**src/rtl/pipeline_hazard_ctrl.sv**
```systemverilog
// pipeline_hazard_ctrl -- central pipeline controller.
//
// Drives the IF/ID, ID/EX, EX/MEM and MEM/WB latch commands, the PC enable
// and the registered CPU halt. It resolves four hazard classes: data-memory
// wait, control redirect, load-use and fetch miss.
//
// Optional build macro: PIPE_PERF_EN adds the stall/flush performance
// counters. Without it, both counter ports are tied to zero.
//
// Ports:
//   CLK, nRST            clock and asynchronous active-low reset
//   ihit, dhit           fetch / data access completed this cycle
//   m_dREN, m_dWEN       MEM stage holds a load / store
//   m_redirect           MEM stage resolved a taken branch or jump
//   e_MemRead            EX stage holds a load
//   e_regWSEL            EX stage destination register
//   d_rs, d_rt           ID stage source registers
//   w_halt               halt has reached WB
//   fd/de/em/mw_state    latch commands (cpu_types_pkg encodings)
//   pc_en                PC update enable
//   halt                 registered CPU halt
//   stall_cycles         cycles with pc_en=0 outside HALTED (PIPE_PERF_EN)
//   flush_count          applied redirects (PIPE_PERF_EN)

package cpu_types_pkg;
  typedef enum logic [1:0] {
    PIPE_ENABLE = 2'b00,
    PIPE_STALL  = 2'b01,
    PIPE_NOP    = 2'b10
  } pipe_state_t;
endpackage

module pipeline_hazard_ctrl
  import cpu_types_pkg::*;
#(
  parameter int REG_W = 5,
  parameter int CNT_W = 32
) (
  input  logic             CLK,
  input  logic             nRST,
  input  logic             ihit,
  input  logic             dhit,
  input  logic             m_dREN,
  input  logic             m_dWEN,
  input  logic             m_redirect,
  input  logic             e_MemRead,
  input  logic [REG_W-1:0] e_regWSEL,
  input  logic [REG_W-1:0] d_rs,
  input  logic [REG_W-1:0] d_rt,
  input  logic             w_halt,
  output logic [1:0]       fd_state,
  output logic [1:0]       de_state,
  output logic [1:0]       em_state,
  output logic [1:0]       mw_state,
  output logic             pc_en,
  output logic             halt,
  output logic [CNT_W-1:0] stall_cycles,
  output logic [CNT_W-1:0] flush_count
);

  typedef enum logic [1:0] {RUN, MEM_WAIT, HALTED} fsm_t;

  fsm_t        state, next_state;
  pipe_state_t fd, de, em, mw;
  logic        mem_req, load_use, resolve;
`ifdef PIPE_PERF_EN
  logic        redirect_taken;
`endif

  assign mem_req  = m_dREN | m_dWEN;
  assign load_use = e_MemRead && (e_regWSEL != '0) &&
                    ((e_regWSEL == d_rs) || (e_regWSEL == d_rt));

  always_ff @(posedge CLK or negedge nRST) begin
    if (!nRST) begin
      state <= RUN;
      halt  <= 1'b0;
    end else begin
      state <= next_state;
      halt  <= (next_state == HALTED);
    end
  end

  // RUN and MEM_WAIT (on dhit) share rules 3-6, so the case only decides
  // whether to freeze or to fall through to the common resolution below.
  always_comb begin
    fd         = PIPE_STALL;
    de         = PIPE_STALL;
    em         = PIPE_STALL;
    mw         = PIPE_STALL;
    pc_en      = 1'b0;
    next_state = state;
    resolve    = 1'b0;
`ifdef PIPE_PERF_EN
    redirect_taken = 1'b0;
`endif

    unique case (state)
      RUN: begin
        if (w_halt)               next_state = HALTED;
        else if (mem_req && !dhit) next_state = MEM_WAIT;
        else                       resolve    = 1'b1;
      end
      MEM_WAIT: begin
        if (dhit) begin
          resolve    = 1'b1;
          next_state = RUN;
        end
      end
      HALTED: ;
      default: next_state = RUN;
    endcase

    if (resolve) begin
      if (m_redirect) begin
        fd    = PIPE_NOP;
        de    = PIPE_NOP;
        em    = PIPE_NOP;
        mw    = PIPE_ENABLE;
        pc_en = 1'b1;
`ifdef PIPE_PERF_EN
        redirect_taken = 1'b1;
`endif
      end else if (load_use) begin
        fd = PIPE_STALL;
        de = PIPE_NOP;
        em = PIPE_ENABLE;
        mw = PIPE_ENABLE;
      end else if (!ihit) begin
        fd = PIPE_NOP;
        de = PIPE_ENABLE;
        em = PIPE_ENABLE;
        mw = PIPE_ENABLE;
      end else begin
        fd    = PIPE_ENABLE;
        de    = PIPE_ENABLE;
        em    = PIPE_ENABLE;
        mw    = PIPE_ENABLE;
        pc_en = 1'b1;
      end
    end

    // Reset forces bubbles into every latch regardless of the FSM.
    if (!nRST) begin
      fd    = PIPE_NOP;
      de    = PIPE_NOP;
      em    = PIPE_NOP;
      mw    = PIPE_NOP;
      pc_en = 1'b0;
    end
  end

  assign fd_state = fd;
  assign de_state = de;
  assign em_state = em;
  assign mw_state = mw;

`ifdef PIPE_PERF_EN
  always_ff @(posedge CLK or negedge nRST) begin
    if (!nRST) begin
      stall_cycles <= '0;
      flush_count  <= '0;
    end else begin
      if (!pc_en && state != HALTED) stall_cycles <= stall_cycles + 1'b1;
      if (redirect_taken)            flush_count  <= flush_count + 1'b1;
    end
  end
`else
  assign stall_cycles = '0;
  assign flush_count  = '0;
`endif

endmodule

```
**config.mk**
```make
export PLATFORM = sky130hd
export DESIGN_NAME = pipeline_hazard_ctrl
export DESIGN_NICKNAME = d
export VERILOG_FILES = /design/src/rtl/pipeline_hazard_ctrl.sv
export SDC_FILE = /design/constraint.sdc
export NUM_CORES = 1
export LEC_CHECK = 0
export CORE_MARGIN = 5
export CORE_UTILIZATION = 29
export DETAILED_ROUTE_END_ITERATION = 8
export PLACE_DENSITY = 0.86
export SETUP_SLACK_MARGIN = 0.02
export SLEW_MARGIN = 10
export SYNTH_ARGS = -nofsm -noshare
export SYNTH_HDL_FRONTEND = slang
export SYNTH_SLANG_ARGS = --single-unit
```
**constraint.sdc**
```tcl
create_clock -name CLK -period 3.1 [get_ports CLK]
set_clock_uncertainty 0.1 [all_clocks]
set_input_delay 0.31 -clock CLK [delete_from_list [all_inputs] [get_ports CLK]]
set_output_delay 0.31 -clock CLK [all_outputs]
set_load 0.01 [all_outputs]
```
==> impl_results.rst <==
.. list-table::
   :header-rows: 1

   * - Metric
     - Value
   * - Fin nets
     - 169
   * - Critical Path End Type
     - output port
   * - Number of antenna violations at the first check in global routing
     - 0
   * - Shortest period the worst path allows
     - between 2 and 3 ns
   * - Vias in the first global route
     - 547
   * - CTS Hold Buffers Added
     - 0
   * - Final setup violation count
     - 0
   * - Area added between synthesis and finish
     - 16.37%
   * - Critical path required time
     - 2.69 ns
   * - Worst R2R End
     - state[1]
   * - Run status
     - finished, final reports clean
   * - Detailed Place HPWL
     - around 1.5 mm
   * - Setup slack of the most critical reg-to-reg path
     - 2.30 ns
   * - Combinational family with the most area after synthesis
     - buffers and inverters
   * - Standard cell core area
     - 2758 µm²
   * - Tightest hold margin
     - between 0.2 and 0.25 ns
   * - Max-cap violations
     - 0
   * - Synth warn
     - 0
   * - Total iterations of the first detailed-routing run
     - 4
   * - CTS buffer count
     - 3
   * - Via density per instance
     - around 3.4
   * - Compound-Gate Fraction of Synth Area
     - 7.508%
   * - Cell Area, Synth
     - around 830 µm²
   * - Number of fillers in the final layout
     - 287
   * - Number of cells on the worst reg-to-reg path
     - 2
   * - Multiplexer share of the synthesized area
     - 0%
   * - Power density normalized to cell area
     - about 220 nW/µm²
   * - Max frequency
     - 369.4 MHz
   * - Global-route usage over all layers
     - 6.395%
   * - Number of library cell types mapped by synthesis
     - 19
   * - Largest net degree at the start of global routing
     - 7
   * - Total die area
     - 4046 µm²
   * - Data arrival time at the worst-slack endpoint
     - ~2.3 ns
   * - Largest fanout of any net on the critical path
     - 3
   * - RSZ-0062 raised after global routing
     - false
   * - Effective utilization at floorplan
     - 30.22%
   * - CTS root buf
     - clkbuf_4
   * - Post-synth top area share
     - 59.46%
   * - Peak supply drop
     - 0.1599 mV
   * - Final weighted congestion of routability-driven global placement
     - approximately 0.73
   * - Total setup buffers inserted after CTS
     - 0
   * - FF-to-FF Start
     - state[1]
   * - Class of the most critical setup path
     - in2out
   * - Worst min-delay path class
     - in2async
   * - Synthesis-stage register bit count
     - 3
   * - Post-synthesis share of cell area spent on full adders, half adders and majority gates
     - 0%
   * - Width of the die
     - roughly 64 µm
   * - Worst-skew pair later-pin latency
     - 0.22 ns
   * - Largest cells by area after synthesis
     - buf_4, xnor2_1, dfrtp_1
   * - Count of nets left with antenna violations after detail routing
     - 0
   * - Number of rows created at floorplan
     - 19
   * - First-pass GRT wire length
     - roughly 2.2 mm
   * - Clock tree from TritonCTS
     - built
   * - Height of the die
     - 63.61 µm
   * - Combined area of the multi-input logic cells
     - 491.7 µm²
   * - Vias post-DR
     - 601
   * - FF+latch area
     - 75.07 µm²
   * - Simple-gate portion of the synthesized area
     - 12.16%
   * - Maximum root-to-sink buffer count
     - 2
   * - Final worst-path cycle share
     - roughly 87%
   * - Mapped Cells
     - 110
   * - Type of origin of the critical path
     - input pin
   * - Fraction of synthesized cell area in xor and xnor cells
     - 10.51%
   * - Maximum level of the CTS H-tree
     - 1
   * - Sequential area share after synthesis
     - a little under a tenth
   * - WL/cell
     - 9.177 µm
   * - Aggregate negative setup slack
     - 0 ns
   * - Top-level port count
     - 98
   * - P_leak
     - 0.4707 nW
   * - Total global routing overflow
     - 0
   * - Total routed wirelength
     - 1.606 mm
   * - Input/output buffers
     - 33
   * - DRC violation count after routing
     - 0
   * - Largest area contributor in the synthesized netlist
     - buf_4
   * - DRC violation total after the first TritonRoute iteration
     - 9
   * - Hold violation count in the final report
     - 0
   * - Number of clock sinks
     - 3
   * - Antenna fix cells
     - 0
   * - Clock slew at the register clock pins of the worst setup and hold paths
     - 0.04 ns
   * - Share of layout cells above drive strength 1
     - 4.861%
   * - Synthesized area per cell
     - 7.575 µm²
   * - Resize count post-CTS
     - 0
   * - Number of pins exceeding their max-slew limit in the final report
     - 0
layout make-up:
| type | instances | share of cell area (%) |
|---|---|---|
| Multi-Input combinational cell | 102 | 50.71 |
| Timing Repair Buffer | 33 | 34.06 |
| Sequential cell | 3 | 7.742 |
| Tap cell | 31 | 4.000 |
| Clock buffer | 4 | 2.710 |
| Inverter | 2 | 0.7742 |
power by group:
group	total, mW	leakage (nW)	internal, mW	switching [mW]
Sequential	0.0394	0.0315	0.0394	0.0000000463
Combinational	0.113	0.424	0.0497	0.0629
Clock	0.0657	0.0150	0.0480	0.0176
Total	0.218	0.471	0.137	0.0806
critical path, stage by stage:
cell             delay, ns
clkdlybuf4s50_1       0.46
or4_4                 0.55
o21ai_2               0.16
nand2b_1              0.14
a31o_1                0.14
clkdlybuf4s50_1       0.54
Yosys cell counts (all sizes together):
library cell	count
a21oi	2
conb	1
o211ai	1
inv	2
a21o	2
nand3	2
buf	66
nor3	3
xnor2	10
nand2b	1
nand2	2
nor2b	2
dfrtp	3
or4	1
a31o	1
nor2	9
o21ai	1
o22ai	1
layer usage:
| layer | up-vias | global-route usage [%] | share of wire [%] |
|---|---|---|---|
| li1 | 284 | - | - |
| met1 | 265 | 6.144 | 27 |
| met2 | 50 | 12.31 | 56 |
| met3 | 2 | 2.664 | 17 |
| met4 | 0 | 1.558 | 0.87 |
| met5 | - | 0 | 0 |
state kept, by name (all words and copies together) (netlist names):
| name | flops |
|---|---|
| state | 2 |
| halt | 1 |
layout by cell type, fill, tap and decap left out, drive strengths merged:
| master | n |
|---|---|
| a31o | 1 |
| nor3 | 3 |
| nor2 | 9 |
| clkdlybuf4s50 | 33 |
| or4 | 1 |
| nand2b | 1 |
| nand3 | 2 |
| nand2 | 2 |
| xnor2 | 10 |
| a21o | 2 |
| nor2b | 2 |
| o22ai | 1 |
| o211ai | 1 |
| inv | 2 |
| a21oi | 2 |
| dfrtp | 3 |
| conb | 64 |
| clkbuf | 4 |
| o21ai | 1 |
kinds of logic after synthesis:
kind of cell              Yosys count
DFF                                 3
AOI/OAI and AO/OA                   8
xor gates and xnor gates           10
buffers and inverters              68
and+or+nand+nor                    20
other                               1
metrics by stage:
step / power (mW) / util (%) / std cells / worst slack, ns / cell area (µm²)
2_1_floorplan: 0.1628 / - / 173 / 1.409 / 1070
3_3_place_gp: 0.1490 / 34.21 / 171 / 0.4121 / 943.4
3_5_place_dp: 0.1503 / 34.21 / 171 / 0.3769 / 943.4
4_1_cts: 0.2191 / 35.16 / 175 / 0.3769 / 969.7
5_1_grt: 0.2389 / 35.16 / 175 / 0.3044 / 969.7
6_report: 0.2177 / 35.16 / 175 / 0.3927 / 969.7
worst max-delay path by stage:
stage                            start          end  slack, ns  cells after the start
after CTS                 e_regWSEL[2]  fd_state[1]       0.38                      6
after global placement    e_regWSEL[1]  fd_state[1]       0.41                      6
after detailed placement  e_regWSEL[2]  fd_state[1]       0.38                      6
after floorplan           e_regWSEL[1]  fd_state[1]       1.41                      4
after global routing      e_regWSEL[2]  fd_state[1]       0.30                      6
final                     e_regWSEL[1]  fd_state[1]       0.39                      6
No activity file was read; power rests on OpenSTA's default activity.
